### config.mk
export PLATFORM = sky130hd
export DESIGN_NAME = nios_ii_muldiv
export DESIGN_NICKNAME = d
export VERILOG_FILES = /design/src/rtl/nios_ii_pkg.sv /design/src/rtl/nios_ii_muldiv_iter.sv /design/src/rtl/nios_ii_muldiv.sv
export SDC_FILE = /design/constraint.sdc
export NUM_CORES = 1
export LEC_CHECK = 0
export CELL_PAD_IN_SITES_DETAIL_PLACEMENT = 0
export CELL_PAD_IN_SITES_GLOBAL_PLACEMENT = 1
export CORE_MARGIN = 2
export CORE_UTILIZATION = 49
export CTS_BUF_LIST = sky130_fd_sc_hd__clkbuf_8
export DETAILED_ROUTE_END_ITERATION = 10
export PLACE_DENSITY = 0.92
export SLEW_MARGIN = 20
export SYNTH_ARGS = -nofsm -noshare
export SYNTH_HDL_FRONTEND = slang
export SYNTH_SLANG_ARGS = --single-unit
### constraint.sdc
create_clock -name clock -period 16.3 [get_ports clock]
set_input_delay 4.075 -clock clock [delete_from_list [all_inputs] [get_ports clock]]
set_output_delay 4.075 -clock clock [all_outputs]
set_load 0.005 [all_outputs]
### src/rtl/nios_ii_pkg.sv
// Shared definitions for the multiply/divide unit: op codes, FSM states and
// small op-classification helpers used by the top level.
package nios_ii_pkg;

  localparam logic [2:0] OP_MUL    = 3'd0;
  localparam logic [2:0] OP_MULXSS = 3'd1;
  localparam logic [2:0] OP_MULXUU = 3'd2;
  localparam logic [2:0] OP_DIV    = 3'd3;
  localparam logic [2:0] OP_DIVU   = 3'd4;

  typedef enum logic [1:0] {
    ST_IDLE = 2'd0,
    ST_CALC = 2'd1,
    ST_FIX  = 2'd2,
    ST_DONE = 2'd3
  } state_t;

  function automatic logic op_is_signed(input logic [2:0] op);
    return (op == OP_MULXSS) || (op == OP_DIV);
  endfunction

  function automatic logic op_is_div(input logic [2:0] op);
    return (op == OP_DIV) || (op == OP_DIVU);
  endfunction

endpackage

### src/rtl/nios_ii_muldiv_iter.sv
// One-bit-per-cycle datapath: radix-2 shift-add multiply or restoring divide
// on unsigned magnitudes. hi/lo hold product halves or remainder/quotient.
module nios_ii_muldiv_iter #(
  parameter int WIDTH = 32,
  parameter int CNT_W = $clog2(WIDTH + 1)
) (
  input  logic             clock,
  input  logic             reset,
  input  logic             load,
  input  logic             step,
  input  logic             div_mode,
  input  logic [WIDTH-1:0] shift_init,
  input  logic [WIDTH-1:0] addend_init,
  output logic [WIDTH-1:0] hi,
  output logic [WIDTH-1:0] lo,
  output logic [CNT_W-1:0] count
);

  logic [WIDTH:0]   acc_reg;
  logic [WIDTH-1:0] mq_reg;
  logic [WIDTH-1:0] b_reg;
  logic             div_reg;
  logic [CNT_W-1:0] count_reg;

  logic [WIDTH:0]   add_sum;
  logic [WIDTH+1:0] shifted;
  logic [WIDTH+1:0] diff;

  // Multiply: conditionally add the multiplicand, then shift {acc,mq} right.
  assign add_sum = {1'b0, acc_reg[WIDTH-1:0]} + (mq_reg[0] ? {1'b0, b_reg} : '0);
  // Divide: shift the next dividend bit into the partial remainder and trial-subtract.
  assign shifted = {acc_reg, mq_reg[WIDTH-1]};
  assign diff    = shifted - {2'b00, b_reg};

  always_ff @(posedge clock or posedge reset) begin
    if (reset) begin
      acc_reg   <= '0;
      mq_reg    <= '0;
      b_reg     <= '0;
      div_reg   <= 1'b0;
      count_reg <= '0;
    end else if (load) begin
      acc_reg   <= '0;
      mq_reg    <= shift_init;
      b_reg     <= addend_init;
      div_reg   <= div_mode;
      count_reg <= '0;
    end else if (step) begin
      count_reg <= count_reg + 1'b1;
      if (div_reg) begin
        if (!diff[WIDTH+1]) begin
          acc_reg <= diff[WIDTH:0];
          mq_reg  <= {mq_reg[WIDTH-2:0], 1'b1};
        end else begin
          acc_reg <= shifted[WIDTH:0];
          mq_reg  <= {mq_reg[WIDTH-2:0], 1'b0};
        end
      end else begin
        acc_reg <= {1'b0, add_sum[WIDTH:1]};
        mq_reg  <= {add_sum[0], mq_reg[WIDTH-1:1]};
      end
    end
  end

  assign hi    = acc_reg[WIDTH-1:0];
  assign lo    = mq_reg;
  assign count = count_reg;

endmodule

### src/rtl/nios_ii_muldiv.sv
// Iterative multiply/divide unit: control FSM, operand sign handling and
// result correction around the shared shift-add / restoring datapath.
module nios_ii_muldiv
  import nios_ii_pkg::*;
#(
  parameter int WIDTH = 32,
  parameter int CNT_W = $clog2(WIDTH + 1)
) (
  input  logic             clock,
  input  logic             reset,
  input  logic             start,
  input  logic [2:0]       op,
  input  logic [WIDTH-1:0] operand_a,
  input  logic [WIDTH-1:0] operand_b,
  input  logic             flush,
  output logic             busy,
  output logic             done,
  output logic [WIDTH-1:0] result,
  output logic             div_by_zero
);

  state_t           state;
  logic [2:0]       op_reg;
  logic             a_neg_reg;
  logic             b_neg_reg;
  logic             b_zero_reg;

  logic             accept;
  logic             last_step;
  logic             sgn_in;
  logic [WIDTH-1:0] a_mag;
  logic [WIDTH-1:0] b_mag;
  logic [WIDTH-1:0] hi;
  logic [WIDTH-1:0] lo;
  logic [CNT_W-1:0] count;
  logic [WIDTH-1:0] fix_result;
  logic             fix_dbz;
  logic             neg;

  assign accept    = ((state == ST_IDLE) || (state == ST_DONE)) && start;
  assign last_step = (state == ST_CALC) && (count == CNT_W'(WIDTH - 1));
  assign sgn_in    = op_is_signed(op);
  assign a_mag     = (sgn_in && operand_a[WIDTH-1]) ? -operand_a : operand_a;
  assign b_mag     = (sgn_in && operand_b[WIDTH-1]) ? -operand_b : operand_b;

  // Divide shifts the dividend and subtracts the divisor; multiply shifts
  // the multiplier and adds the multiplicand.
  nios_ii_muldiv_iter #(
    .WIDTH (WIDTH),
    .CNT_W (CNT_W)
  ) u_iter (
    .clock       (clock),
    .reset       (reset),
    .load        (accept),
    .step        (state == ST_CALC),
    .div_mode    (op_is_div(op)),
    .shift_init  (op_is_div(op) ? a_mag : b_mag),
    .addend_init (op_is_div(op) ? b_mag : a_mag),
    .hi          (hi),
    .lo          (lo),
    .count       (count)
  );

  assign neg = a_neg_reg ^ b_neg_reg;

  always_comb begin
    fix_result = '0;
    fix_dbz    = 1'b0;
    case (op_reg)
      OP_MUL:    fix_result = lo;
      OP_MULXSS: fix_result = neg ? (~hi + {{(WIDTH-1){1'b0}}, (lo == '0)}) : hi;
      OP_MULXUU: fix_result = hi;
      OP_DIV: begin
        fix_result = b_zero_reg ? '1 : (neg ? -lo : lo);
        fix_dbz    = b_zero_reg;
      end
      OP_DIVU: begin
        fix_result = b_zero_reg ? '1 : lo;
        fix_dbz    = b_zero_reg;
      end
      default: ;
    endcase
  end

  always_ff @(posedge clock or posedge reset) begin
    if (reset) begin
      state       <= ST_IDLE;
      busy        <= 1'b0;
      done        <= 1'b0;
      result      <= '0;
      div_by_zero <= 1'b0;
      op_reg      <= '0;
      a_neg_reg   <= 1'b0;
      b_neg_reg   <= 1'b0;
      b_zero_reg  <= 1'b0;
    end else begin
      case (state)
        ST_IDLE, ST_DONE: begin
          done <= 1'b0;
          if (start) begin
            state      <= ST_CALC;
            busy       <= 1'b1;
            op_reg     <= op;
            a_neg_reg  <= sgn_in && operand_a[WIDTH-1];
            b_neg_reg  <= sgn_in && operand_b[WIDTH-1];
            b_zero_reg <= (operand_b == '0);
          end else begin
            state <= ST_IDLE;
            busy  <= 1'b0;
          end
        end
        ST_CALC: begin
          if (flush) begin
            state <= ST_IDLE;
            busy  <= 1'b0;
          end else if (last_step) begin
            state <= ST_FIX;
          end
        end
        ST_FIX: begin
          busy <= 1'b0;
          if (flush) begin
            state <= ST_IDLE;
          end else begin
            state       <= ST_DONE;
            done        <= 1'b1;
            result      <= fix_result;
            div_by_zero <= fix_dbz;
          end
        end
        default: begin
          state <= ST_IDLE;
          busy  <= 1'b0;
          done  <= 1'b0;
        end
      endcase
    end
  end

endmodule
# Yosys cells after proc, flatten, opt, wreduce, memory -nomap -nowiden
# Index checks and enable logic that the tools add are counted.
# Widths: inputs -> output; s select.
# totals
in_bits	71
regBits	147
out_inout_bits	35
wordCells	87
# op_classes
n_mux	31
n_reduce_logical	18
bitwise_logic	3
addsub	7
n_eq_ne	14
# op_table
cell	n
$mux 32	12
$pmux 32 s5	1
$mux 33	4
$neg 32->32	3
$logic_not 32->1	2
$sub 34x32->34	1
$add 32x33->33	1
$add 32x1->32	1
$not 32->32	1
$mux 6	2
$eq 3x2->1 const B	3
$add 6x1->6 const B	1
$eq 3x1->1 const B	2
$eq 3x3->1 const B	2
$eq 6x5->1 const B	1
$mux 1	6
$mux 2	3
$pmux 2 s3	1
$reduce_and 2->1	3
$eq 2x2->1 const B	2
$logic_and 1x1->1	4
$ne 2x2->1 const B	2
$reduce_bool 2->1	2
$reduce_or 2->1	2
other kinds (9)	11

# Logic depth before layout (Yosys ltp)
# logic_depth
depth_word	6
mapped_depth	20
depth_no_buf	19

# Cells and area by module
# Synthesis repeated with hierarchy kept, for this count alone.
# hier_totals
hier_cells	1958
hier_area_um2	15282.2
# modules_own_cells
module	n_inst	cells_per_inst	area_per_inst_um2
nios_ii_muldiv_iter	1	1090	8923.6
nios_ii_muldiv	1	868	6358.6

# Worst setup path before layout
# No wires, ideal clock.
# synth_timing
path_type	input -> register
start	input operand_b[12]
end	register u_iter.b_reg[30]
path_stages	9
path_slack_ps	9875
setup_time_ps	133
path_buffers	0
arrival_ps	6293
path_cell_list	or4_1 > or4b_4 > or3_4 > nor3_2 > a21oi_1 > xnor2_1 > nor2_1 > a211oi_1 > a21oi_1
# synth_via
elab_chain_len	3
# synth_rtl
element	line_no	rtl
start: declaration	nios_ii_muldiv.sv:14	input logic [WIDTH-1:0] operand_b,
$neg 32->32	nios_ii_muldiv.sv:44	assign b_mag = (sgn_in && operand_b[WIDTH-1]) ? -operand_b : operand_b;
$mux 32	nios_ii_muldiv.sv:44	
$mux 32	nios_ii_muldiv.sv:58	.addend_init (op_is_div(op) ? b_mag : a_mag),
end signal: assignment	nios_ii_muldiv_iter.sv:45	b_reg <= addend_init;
end: declaration	nios_ii_muldiv_iter.sv:21	logic [WIDTH-1:0] b_reg;
# No other way between the ends.
# A chain may end at the register's enable or synchronous reset.

# Final worst setup path
# layout_timing
start	input operand_b[10]
end	register u_iter.b_reg[30]
# The elaborated chain is that of the path after synthesis.

==> impl_metrics.tcl <==
set metrics [dict create \
    outcome "completed" \
    worst_slew_pin_slew_ns 0.990 \
    num_antenna_cells 0 \
    dp.cells 2325 \
    r2r_start "u_iter.lo[22]" \
    synth_edf_count 0 \
    multi_input_area_sq_um 9990 \
    drv_slew 0 \
    cp_top_family "simple AND/OR/NAND/NOR gates" \
    holdPathStages 2 \
    min_to "result[4]" \
    cp-start-kind "input port" \
    slowest_stage "or4_1" \
    synth_top_area_share_pct 25.6 \
    seqPwrFrac_pct 27.9 \
    htreeDepth 4 \
    path_clk_slew_ns 0.10 \
    synth_fp_nets 2074 \
    antenna_left 0 \
    pwr-share-comb_pct 58.3 \
    p_switching_mw 1.18 \
    yosys_register_bits 147 \
    reg2reg_depth 16 \
    hpwl_um 38300 \
    finalSetupTns_ns 0 \
    slew_headroom_pct 33.2 \
    rsz0062_at_grt "false" \
    fin_crit_sh_pct 40.9 \
    critPathMostFrequentCell "a21oi_1" \
    final_cell_mix "nor2_1, nand2_1, o21ai_0" \
    slowest_delay_ns 0.56 \
    gp_congestion 0.959 \
    totalWireLength_um 50800 \
    numPortBuffers 105 \
    largest_reg_flops 33 \
    coreArea_sq_um 28800 \
    die_w_um 175 \
    cts_buffer_depth 2 \
    drtPass1Iterations 6 \
    yosysUniqueCellTypes 83 \
    grt_max_degree 103 \
    cts_tree "yes" \
    synthesis.area_sq_um 14400 \
    fill_cells 2723 \
    r2r_setup_slack_ns 11.15 \
    nNetsFinal 2105 \
    critPathRequiredTime_ns 16.63 \
    setup-violations-final 0 \
    netlist_instances 1929 \
    power-per-cell-area_nw_per_um2 142 \
    p_leak_nw 6.73 \
    postLayoutCellArea_sq_um 16100 \
    rows 62 \
    hold_viol_final 0 \
    power_mw 2.29 \
    clock_skew_ns 0.0239 \
    seq_area_frac_synth_pct 25.6 \
    placed_area_sq_um 15700 \
    grt_pass1_vias 14098 \
    drt_iter0_drc 1817 \
    final_cells 2357 \
    drive_above_1_share_pct 4.61 \
    seqCellArea_sq_um 3680 \
    grt_first_pass_wirelength_um 79700 \
    cp_num_buf_inv 1 \
    sw_frac_of_total_pct 51.4 \
    synth_warnings 0 \
    cp.arrival_ns 7.00 \
    vias 15293 \
    min_from "result[4]" \
    root_buffer "clkbuf_8" \
    hold_buffers 0 \
    grt_use_total_pct 33.0 \
    vdd_drop_max_uv 74.5 \
    area_delta_synth_final_pct 11.8 \
    ys_top_cells_by_area "dfrtp_1, o21ai_0, ha_1" \
    finish.utilization_pct 55.9 \
    post_cts_buffers 0 \
    whs_ns 0.491 \
    period_needed_ns 6.67 \
    cts_resized 0 \
    yosysTopAreaCell "dfrtp_1" \
    mostFrequentLayoutCell "nor2_1" \
    wl_per_cell_um 21.6 \
    criticalPathCategory "in -> reg" \
    grt_overflow 0 \
    io_pins 106 \
    hold_class "reg -> reg" \
    r2r_end "result[31]" \
    synthArstFlopShare_pct 100 \
    path_cells "clkdlybuf4s50_1, or4_1, or4b_4, or3_4, nor3_2, a21oi_1, xnor2_1, nor2_1, a211oi_1, a21oi_1" \
    die_h_um 175 \
    timing.final.ws_setup_ns 9.63 \
    p_int_mw 1.11 \
    cp_max_fo 5 \
    cp-end-kind "flip-flop" \
    start_util_pct 50.0 \
    preCtsSetupSlack_ns 9.15 \
    die_area_sq_um 30700 \
    power_frac_clock_pct 13.8 \
    via_per_inst 6.49 \
    clock_sinks 147 \
    clock.fmax_mhz 150 \
    antenna_found_initial 0 \
    remaining_drc_errors 0 \
    syn_area_per_cell_sq_um 7.46 \
    cap_violations 0 \
    clock_latency_ns 0.48 \
    synthFlopType "dfrtp_1" \
    cts_buffers 17 \
]
power groups by stage:
| stage | registers, mW | clock network, mW | logic, mW |
|---|---|---|---|
| 2_1_floorplan | 0.536 | 0 | 1.01 |
| 3_3_place_gp | 0.629 | 0 | 1.28 |
| 3_5_place_dp | 0.632 | 0 | 1.29 |
| 4_1_cts | 0.624 | 0.318 | 1.30 |
| 5_1_grt | 0.642 | 0.332 | 1.46 |
| 6_report | 0.637 | 0.316 | 1.33 |
how the worst max path moves through the flow:
stage | start | endpoint | slack, ns | cells after the start
floorplan | reset | a_neg_reg | 8.27 | 1
global placement | operand_b[12] | u_iter.b_reg[30] | 9.20 | 10
detailed placement | operand_b[10] | u_iter.b_reg[28] | 9.15 | 10
CTS | operand_b[10] | u_iter.b_reg[28] | 9.65 | 10
global route | operand_a[10] | u_iter.b_reg[30] | 9.41 | 10
finish | operand_b[10] | u_iter.b_reg[30] | 9.63 | 10
metal layers:
layer / vias to the layer above / share of wire, % / track usage (%)
met4: 0 / 2.9 / 10.7
met1: 7303 / 44 / 47.0
met2: 799 / 44 / 51.2
li1: 7096 / - / -
met3: 95 / 8.9 / 5.13
met5: - / 0 / 0
area by class of cell:
type / count / area share [%]
multi-input combinational: 1590 / 62.2
sequential: 147 / 22.9
timing repair buffer: 127 / 7.57
tap: 384 / 2.99
inverter: 77 / 1.83
clock buffer: 18 / 1.54
clock inverter: 14 / 1.03
cells in the mapped netlist (all sizes together), types with 13 or more instances:
library cell / instances
nand3: 23
o41ai: 13
nand2: 206
o21ai: 227
a21o: 31
xnor2: 70
nor2: 219
xor2: 69
a31oi: 21
o31ai: 21
ha: 72
a22oi: 13
or4: 14
or3: 14
nor4: 20
buf: 16
a22o: 19
a21oi: 170
inv: 75
o211ai: 51
dfrtp: 147
clkbuf: 99
nor3: 46
nor2b: 16
o221ai: 19
mux2i: 45
a211oi: 20
tightest hold or removal path: stages (launching register included):
cell     delay [ns]
dfrtp_1        0.36
nand2_1        0.05
o21ai_0        0.06
cell families (layout without fill, tap and decap cells):
logic type                 after synthesis  after routing  synth area share, %
AOI/OAI and AO/OA                      696            696                 30.6
adders and majority gates               74             74                 6.54
xor gates and xnor gates               139            139                 8.46
DFF                                    147            147                 25.6
buffers and inverters                  192            236                 5.20
and+or+nand+nor                        628            628                 19.9
muxes                                   53             53                 3.76
Note: power is estimated with default switching activity, not from simulation.
